`config.mk`:
```
export PLATFORM = sky130hd
export DESIGN_NAME = vga_timing_gen
export DESIGN_NICKNAME = d
export VERILOG_FILES = /design/src/rtl/vga_timing_pkg.sv /design/src/rtl/vga_delay_line.sv /design/src/rtl/vga_timing_gen.sv
export SDC_FILE = /design/constraint.sdc
export NUM_CORES = 1
export LEC_CHECK = 0
export CORE_ASPECT_RATIO = 1.25
export CORE_MARGIN = 3
export CORE_UTILIZATION = 50
export DETAILED_ROUTE_END_ITERATION = 7
export GPL_TIMING_DRIVEN = 0
export PLACE_DENSITY_LB_ADDON = 0.08
export SLEW_MARGIN = 15
export SYNTH_ARGS = -nofsm -noshare
export SYNTH_HDL_FRONTEND = slang
export SYNTH_SLANG_ARGS = --single-unit
```
`constraint.sdc`:
```
create_clock -name vga_clk -period 2.3 [get_ports vga_clk]
set_clock_uncertainty 0.05 [all_clocks]
set_input_delay 0.46 -clock vga_clk [delete_from_list [all_inputs] [get_ports vga_clk]]
set_output_delay 0.46 -clock vga_clk [all_outputs]
set_load 0.1 [all_outputs]
```
`src/rtl/vga_timing_pkg.sv`:
```
// Shared constants, types and helpers for the VGA pixel-timing generator.
// Defaults describe 640x480 at 60 Hz with one pixel per enabled clock.
package vga_timing_pkg;

  localparam int DEF_H_VISIBLE = 640;
  localparam int DEF_H_FP      = 16;
  localparam int DEF_H_SYNC    = 96;
  localparam int DEF_H_BP      = 48;
  localparam int DEF_V_VISIBLE = 480;
  localparam int DEF_V_FP      = 10;
  localparam int DEF_V_SYNC    = 2;
  localparam int DEF_V_BP      = 33;

  localparam int DEF_H_TOTAL =
    DEF_H_VISIBLE + DEF_H_FP + DEF_H_SYNC + DEF_H_BP;
  localparam int DEF_V_TOTAL =
    DEF_V_VISIBLE + DEF_V_FP + DEF_V_SYNC + DEF_V_BP;

  localparam int DEF_HS_START = DEF_H_VISIBLE + DEF_H_FP;
  localparam int DEF_HS_END   = DEF_HS_START + DEF_H_SYNC - 1;
  localparam int DEF_VS_START = DEF_V_VISIBLE + DEF_V_FP;
  localparam int DEF_VS_END   = DEF_VS_START + DEF_V_SYNC - 1;

  typedef logic [9:0]  coord_t;
  typedef logic [10:0] wide_t;

  function automatic logic in_range(
    input wide_t val,
    input wide_t lo,
    input wide_t hi
  );
    return (val >= lo) && (val <= hi);
  endfunction

endpackage

```
`src/rtl/vga_delay_line.sv`:
```
// Enable-gated shift register with synchronous reset.
// DEPTH of zero degenerates to a combinational pass-through.
module vga_delay_line #(
  parameter int               WIDTH     = 1,
  parameter int               DEPTH     = 1,
  parameter logic [WIDTH-1:0] RESET_VAL = '0
) (
  input  logic             clk,
  input  logic             reset,
  input  logic             en,
  input  logic [WIDTH-1:0] d,
  output logic [WIDTH-1:0] q
);

  if (DEPTH == 0) begin : g_pass
    logic unused_ctl;
    assign unused_ctl = ^{clk, reset, en};
    assign q = d;
  end else begin : g_shift
    logic [WIDTH-1:0] stg [DEPTH];

    always_ff @(posedge clk) begin
      if (reset) begin
        for (int i = 0; i < DEPTH; i++) stg[i] <= RESET_VAL;
      end else if (en) begin
        stg[0] <= d;
        for (int i = 1; i < DEPTH; i++) stg[i] <= stg[i-1];
      end
    end

    assign q = stg[DEPTH-1];
  end

endmodule

```
`src/rtl/vga_timing_gen.sv`:
```
// Pixel-timing generator: scan counters, blank and sync aligned to the
// downstream mapper latency, and one-cycle line/frame start pulses.
module vga_timing_gen
  import vga_timing_pkg::*;
#(
  parameter int   H_VISIBLE   = DEF_H_VISIBLE,
  parameter int   H_FP        = DEF_H_FP,
  parameter int   H_SYNC      = DEF_H_SYNC,
  parameter int   H_BP        = DEF_H_BP,
  parameter int   V_VISIBLE   = DEF_V_VISIBLE,
  parameter int   V_FP        = DEF_V_FP,
  parameter int   V_SYNC      = DEF_V_SYNC,
  parameter int   V_BP        = DEF_V_BP,
  parameter logic SYNC_ACTIVE = 1'b0,
  parameter int   BLANK_DELAY = 1,
  parameter int   SYNC_DELAY  = 2
) (
  input  logic       vga_clk,
  input  logic       reset,
  input  logic       pix_en,
  output logic [9:0] DrawX,
  output logic [9:0] DrawY,
  output logic       blank,
  output logic       hs,
  output logic       vs,
  output logic       line_start,
  output logic       frame_start
);

  localparam int H_TOTAL = H_VISIBLE + H_FP + H_SYNC + H_BP;
  localparam int V_TOTAL = V_VISIBLE + V_FP + V_SYNC + V_BP;

  localparam wide_t HS_START = wide_t'(H_VISIBLE + H_FP);
  localparam wide_t HS_END   = wide_t'(H_VISIBLE + H_FP + H_SYNC - 1);
  localparam wide_t VS_START = wide_t'(V_VISIBLE + V_FP);
  localparam wide_t VS_END   = wide_t'(V_VISIBLE + V_FP + V_SYNC - 1);

  localparam coord_t X_LAST = coord_t'(H_TOTAL - 1);
  localparam coord_t Y_LAST = coord_t'(V_TOTAL - 1);

  localparam logic [1:0] SYNC_IDLE = {2{~SYNC_ACTIVE}};

  if (H_TOTAL > 1024 || V_TOTAL > 1024 ||
      H_FP == 0 || H_SYNC == 0 || H_BP == 0 ||
      V_FP == 0 || V_SYNC == 0 || V_BP == 0) begin : g_bad_cfg
    $error("vga_timing_gen: illegal timing parameters");
  end

  coord_t x_q, y_q;
  logic   ls_q, fs_q;

  // Pulses are cleared on every edge so they stay one vga_clk wide
  // even when pix_en is toggling.
  always_ff @(posedge vga_clk) begin
    if (reset) begin
      x_q  <= '0;
      y_q  <= '0;
      ls_q <= 1'b0;
      fs_q <= 1'b0;
    end else begin
      ls_q <= 1'b0;
      fs_q <= 1'b0;
      if (pix_en) begin
        if (x_q == X_LAST) begin
          x_q  <= '0;
          ls_q <= 1'b1;
          if (y_q == Y_LAST) begin
            y_q  <= '0;
            fs_q <= 1'b1;
          end else begin
            y_q <= y_q + 10'd1;
          end
        end else begin
          x_q <= x_q + 10'd1;
        end
      end
    end
  end

  wide_t x_w, y_w;
  logic  vis_raw, hs_raw, vs_raw;
  logic  hs_lvl, vs_lvl;

  assign x_w     = {1'b0, x_q};
  assign y_w     = {1'b0, y_q};
  assign vis_raw = (x_w < wide_t'(H_VISIBLE)) &&
                   (y_w < wide_t'(V_VISIBLE));
  assign hs_raw  = in_range(x_w, HS_START, HS_END);
  assign vs_raw  = in_range(y_w, VS_START, VS_END);
  assign hs_lvl  = hs_raw ? SYNC_ACTIVE : ~SYNC_ACTIVE;
  assign vs_lvl  = vs_raw ? SYNC_ACTIVE : ~SYNC_ACTIVE;

  vga_delay_line #(
    .WIDTH    (1),
    .DEPTH    (BLANK_DELAY),
    .RESET_VAL(1'b0)
  ) u_blank_dly (
    .clk  (vga_clk),
    .reset(reset),
    .en   (pix_en),
    .d    (vis_raw),
    .q    (blank)
  );

  vga_delay_line #(
    .WIDTH    (2),
    .DEPTH    (SYNC_DELAY),
    .RESET_VAL(SYNC_IDLE)
  ) u_sync_dly (
    .clk  (vga_clk),
    .reset(reset),
    .en   (pix_en),
    .d    ({hs_lvl, vs_lvl}),
    .q    ({hs, vs})
  );

  assign DrawX       = x_q;
  assign DrawY       = y_q;
  assign line_start  = ls_q;
  assign frame_start = fs_q;

endmodule

```
==> summary.txt, run 1 <==
Status
  • Status: complete, no violations

CTS
  • Worst-path clk slew: 140 ps
  • CTS tree: built
  • Clock net sink count: 27
  • Total clock buffers created by CTS: 3
  • Clk buf depth: 2
  • H-Tree Depth: 1
  • Worst-Skew Late Latency: 320 ps
  • Root Buffer: clkbuf_4

Timing
  • Post-layout min period: approximately 2200 ps
  • Slew Limit Fails: 0
  • Final setup viols: 0
  • Fin Setup TNS: 0 ps
  • Relative slew slack: 0.339
  • Period Utilization, post-route: 0.965
  • Fmax: around 0.45 GHz
  • Unrepaired setup endpoints after global routing: no
  • Final-report hold violation count: 0
  • Slew @ Worst Pin: between 900 and 1000 ps
  • Final WS setup: slightly below 80 ps

Floorplan
  • Ports: 28
  • Starting Density: 0.539
  • CORE AREA: approximately 0.0025 sq mm
  • Num rows: 20
  • Die area: 0.00339 sq mm
  • Chip Width: around 53 microns
  • Die Height: 64.4 microns

Worst setup path
  • R2R cell count: 5
  • Startpoint Class: register
  • CP max stage cell: dlygate4sd2_1
  • WP depth: 1
  • WP buf/inv: 1
  • Worst path arrival time: 1710 ps
  • Slowest stage delay, CP: 920 ps
  • RR Endpoint: DrawY[9]
  • Flop2flop setup slack: 400 ps
  • CP Class: register to primary output
  • Crit path cell chain: dlygate4sd2_1
  • Cell family with most CP delay: buffers and inverters
  • CP required: 1790 ps
  • Worst r2r src: DrawY[2]
  • CP Max Fanout: 6
  • CP Capture Type: primary output

Detailed routing
  • Via count: around 1200
  • DRC violations left: 0
  • WL final: approximately 2.9 mm
  • Final ANT Viol Nets: 0
  • Vias per cell: 5.69
  • DR pass1 iterations: 4
  • Starting DRT DRC Count: 13
  • Drt wl/cell: 14.0 microns

Placement
  • PortBufs: 26
  • Place WS: -59.3 ps
  • Placement Cell Area: 0.00168 sq mm
  • Routability cong.: 0.851
  • DP HPWL: 2.18 mm

Synthesis
  • List of most frequent post-synthesis cells: 22 x dfxtp_1, 14 x nor2_1, 10 x nand2_1
  • Avg Synthesized Cell Area: 9.60 sq um
  • Post-Syn Area: 0.00136 sq mm
  • Mapped Cells: 142
  • Biggest area consumer among synthesized cells: dfxtp_1
  • Unique cell type count in the Yosys netlist: 43
  • Asr flop ratio synth: 0
  • Post-Syn Nets: 149
  • Sequential share of the synthesized area: 0.433
  • Synth warnings: 0
  • Yosys reg bits: 27
  • Count leader, synth: dfxtp_1
  • Post-synth top area share: 0.323
  • Post-synth EDFFs: 5
  • Ys flop type: dfxtp_1
  • Top cells by area, synth: dfxtp_1 32%, edfxtp_1 11%, nor2_1 3.9%, xnor2_1 3.9%, ha_1 3.7%

Pwr
  • Max VDD drop: 0.340 mV
  • Leakage: 0.697 nW
  • PwrDens: 463 mW/mm^2

Global route
  • Largest net degree at the start of global routing: 16
  • Vias in the first global route: between 1000 and 1500
  • Antenna violations before repair: 0
  • GRT overflow: 0
  • Overall routing resource usage: 0.190
  • First-pass GRT wire length: 4.95 mm

Final layout
  • Nets: 180
  • Fill count: between 200 and 250
  • Antenna Cells: 0
  • Footprint of the multi-input gates: 718 sq um
  • Final Core Density: 0.660
  • Seq. cell area: 603 sq um
  • Final instance area: 0.00167 sq mm
  • Layout area overhead: 22.5%
  • Share of cells above drive strength 1: 0.151

Hold path
  • Hold depth: 2
  • Min-delay worst type: register to register
  • Hold Crit Start: DrawY[7]
  • Endpoint, Worst Hold: DrawY[7]

Run
  • Max-Cap Viols: 0
-- state kept, by name, indices dropped and copies added, names as in the netlist --
register / flops
DrawX: 10
DrawY: 10
frame_start: 1
line_start: 1
u_blank_dly.g_shift.stg: 1
u_sync_dly.g_shift.stg: 4
-- cells by family (layout without fill, tap and decap cells) --
family                     count (synthesis)  in the layout  synth area share
AOI/OAI and AO/OA                         16             16            0.0808
xor gates and xnor gates                  11             11            0.0707
adders and majority gates                  4              4            0.0367
buffers and inverters                     11             41            0.0395
DFF                                       27             27             0.433
muxes                                      2              2            0.0156
and+or+nand+nor                           71             71             0.323
-- cells in the final DEF (no fill, tap or decap), types with 5 or more instances in the layout --
cell type / Yosys / layout
nand4_1: 6 / 6
dfxtp_2: 0 / 10
dlygate4sd2_1: 0 / 24
nor2_1: 14 / 14
a21oi_1: 6 / 6
nand3_1: 7 / 7
xor2_1: 5 / 5
xnor2_1: 6 / 6
dfxtp_1: 22 / 12
nor3_1: 9 / 9
edfxtp_1: 5 / 5
nand2_1: 10 / 10
inv_1: 5 / 5
-- report_power, final --
group,total [mW],switching (mW),internal [mW],leakage [nW]
logic,0.0770,0.0616,0.0154,0.451
clock network,0.202,0.137,0.0652,0.0177
registers,0.494,0.00448,0.490,0.228
-- how the worst max path moves through the flow --
stage             start  endpoint  slack [ps]
2_1_floorplan  DrawY[5]  DrawY[9]         110
3_3_place_gp     pix_en  DrawY[6]         -30
3_5_place_dp     pix_en  DrawY[6]         -60
4_1_cts        DrawX[7]  DrawX[7]          50
5_1_grt        DrawY[0]  DrawY[0]          20
6_report       DrawY[0]  DrawY[0]          80
-- metrics by stage --
step | power, mW | hold slack, ps | cells
6_report | 0.773 | 466 | 205
5_1_grt | 0.805 | 504 | 205
4_1_cts | 0.782 | 467 | 205
3_5_place_dp | 0.587 | 445 | 201
3_3_place_gp | 0.585 | 422 | 201
2_1_floorplan | 0.567 | 427 | 142
-- timing repair --
action	in CTS	in global routing
buffers inserted	0	0
gates resized for setup	25	2
hold endpoints to repair	0	0
setup endpoints to repair	25	1
hold buffers	0	0
-- layer usage --
layer / track usage / part of all wire
met5: 0 / 0
met4: 0.0895 / 0.025
met3: 0.0210 / 0.027
met2: 0.315 / 0.50
met1: 0.240 / 0.45
-- layout make-up --
cell class	count	share of cell area
inverters	5	0.0112
flip-flops and latches	27	0.361
well taps	33	0.0247
multi-input cells	104	0.430
plain buffers	6	0.0210
clock inverters	1	0.00300
repair buffers	26	0.135
clock buffers	3	0.0135
No activity file was read; power rests on OpenSTA's default activity.
==> run 2, diff against run 1 <==
--- a/config.mk
+++ b/config.mk
@@ -10,6 +10,7 @@
 export CORE_UTILIZATION = 50
 export DETAILED_ROUTE_END_ITERATION = 7
 export GPL_TIMING_DRIVEN = 0
+export MAX_ROUTING_LAYER = met4
 export PLACE_DENSITY_LB_ADDON = 0.08
 export SLEW_MARGIN = 15
 export SYNTH_ARGS = -nofsm -noshare
==> run 2 against run 1 <==
Net effect: flip-flop and latch count is the same; largest power group unchanged; first-iteration DRC count grew 23%; count of clock-buffer cells in the layout is the same; clock power grew 4%; highest routed layer unchanged; sequential share of layout area is the same; die area is the same; maximum frequency shrank 0.92%.
==> summary.txt, run 2 (same netlist as run 1, synthesis figures left out) <==
Run
  • Max-Cap Viols: 0

Pwr
  • Leakage: approximately 0.7 nW
  • Combinational Power Share: 0.099
  • NetSw: 0.211 mW
  • Switching share of power: 0.270
  • PwrDens: 468 mW/mm^2
  • Clk network pwr share: 0.269
  • Reg power frac: 0.633
  • Max VDD drop: 0.340 mV
  • Cell internal pwr: approximately 0.57 mW

CTS
  • CTS tree: built
  • Worst-Skew Late Latency: 340 ps
  • CTS hold repair buffers: 0
  • Worst-path clk slew: roughly 140 ps
  • Clock net sink count: 27
  • Total clock buffers created by CTS: 3
  • Root Buffer: clkbuf_4
  • H-Tree Depth: 1
  • Clk buf depth: 2

Final layout
  • Nets: 180
  • Antenna Cells: 0
  • Layout area overhead: 22.5%
  • Fill count: 222
  • Footprint of the multi-input gates: 718 sq um
  • Share of cells above drive strength 1: 0.151
  • Commonest non-fill, non-tap cells in the layout: 24 x dlygate4sd2_1, 14 x nor2_1, 12 x dfxtp_1
  • Final instance area: 0.00167 sq mm
  • Commonest non-fill, non-tap cell in the layout: dlygate4sd2_1
  • Seq. cell area: just over 600 sq um
  • Layout Cells excl Fill: 205

Placement
  • Placement Cell Area: 0.00168 sq mm
  • Routability cong.: between 0.8 and 0.9
  • PortBufs: 26
  • Cell count after placement: 201
  • DP HPWL: roughly 2.2 mm

Worst setup path
  • CP Capture Type: primary output
  • Startpoint Class: register
  • CP Class: register to primary output
  • CP Max Fanout: 6
  • Crit path cell chain: dlygate4sd2_1
  • CP required: ~1800 ps
  • Slowest stage delay, CP: 920 ps
  • Worst path arrival time: 1730 ps
  • Cell family with most CP delay: buffers and inverters
  • CP max stage cell: dlygate4sd2_1
  • WP buf/inv: 1

Timing
  • Slew @ Worst Pin: 995 ps
  • Unrepaired setup endpoints after global routing: no
  • Final setup viols: 0
  • Final-report hold violation count: 0
  • Period Utilization, post-route: 0.974
  • Relative slew slack: 0.339
  • Slew Limit Fails: 0
  • Post-layout min period: 2240 ps
  • Fmax: 0.446 GHz

Global route
  • Overall routing resource usage: 0.195
  • Largest net degree at the start of global routing: 16
  • First-pass GRT wire length: between 4 and 5 mm
  • Antenna violations before repair: 0
  • GRT overflow: 0
  • Vias in the first global route: about 1100

Floorplan
  • Ports: 28
  • Num rows: 20
  • Chip Width: 52.7 microns
  • Die Height: 64.4 microns
  • Starting Density: 0.539
  • Die area: ~0.0034 sq mm
  • CORE AREA: 0.00253 sq mm

Hold path
  • Min-delay worst type: input port to register

Detailed routing
  • Via count: 1166
  • Starting DRT DRC Count: 16
  • DR pass1 iterations: 4
  • Final ANT Viol Nets: 0
  • Vias per cell: between 5 and 6
  • Drt wl/cell: 14.2 microns
  • DRC violations left: 0
  • WL final: 2.90 mm

Status
  • Status: complete, no violations
[run 2: final timing paths]
kind             from  endpoint  slack (ps)  cells past startpoint
max          DrawY[0]  DrawY[0]          60                      1
min             reset  DrawY[3]         450                      2
max reg2reg  DrawY[2]  DrawY[9]         400                      5
min reg2reg  DrawY[7]  DrawY[7]         470                      2
[run 2: area by class of cell]
class                           count  share of cell area
Inverter                            5              0.0112
Buffer                              6              0.0210
Multi-Input combinational cell    104               0.430
Tap cell                           33              0.0247
Timing Repair Buffer               26               0.135
Sequential cell                    27               0.361
Clock inverter                      1             0.00300
Clock buffer                        3              0.0135
[run 2: stage by stage]
step,util,hold slack [ps],setup TNS (ps),power [mW],setup WS (ps)
after floorplan,-,427,0,0.567,113
after global placement,0.663,422,-56.6,0.585,-25.7
after detailed placement,0.663,445,-189,0.587,-59.3
after CTS,0.662,467,0,0.782,52.6
after global routing,0.660,504,0,0.805,19.0
final,0.660,449,0,0.781,58.8
[run 2: metal layers]
metal	part of all wire	wire length, microns	track usage	vias up
met4	0.034	98	0.0895	0
li1	-	-	-	582
met3	0.027	79	0.0210	8
met1	0.44	1290	0.240	553
met5	0	0	-	-
met2	0.50	1440	0.315	23
[run 2: timing repair]
action,CTS,global route
resized for setup,25,2
endpoints found under the setup margin,25,1
setup buffers,0,0
[run 2: power groups by stage]
stage                     clock [mW]  combinational, mW  sequential, mW
after floorplan                    0             0.0188           0.548
after global placement             0             0.0802           0.505
after detailed placement           0             0.0816           0.505
after CTS                      0.211             0.0775           0.494
after global routing           0.229             0.0809           0.496
final                          0.210             0.0770           0.494
==> run 3, diff against run 2 <==
--- a/config.mk
+++ b/config.mk
@@ -5,6 +5,7 @@
 export SDC_FILE = /design/constraint.sdc
 export NUM_CORES = 1
 export LEC_CHECK = 0
+export CAP_MARGIN = 30
 export CORE_ASPECT_RATIO = 1.25
 export CORE_MARGIN = 3
 export CORE_UTILIZATION = 50
==> results of run 3 <==
Same layout as run 2: the final DEF is identical, and so are final timing and power.
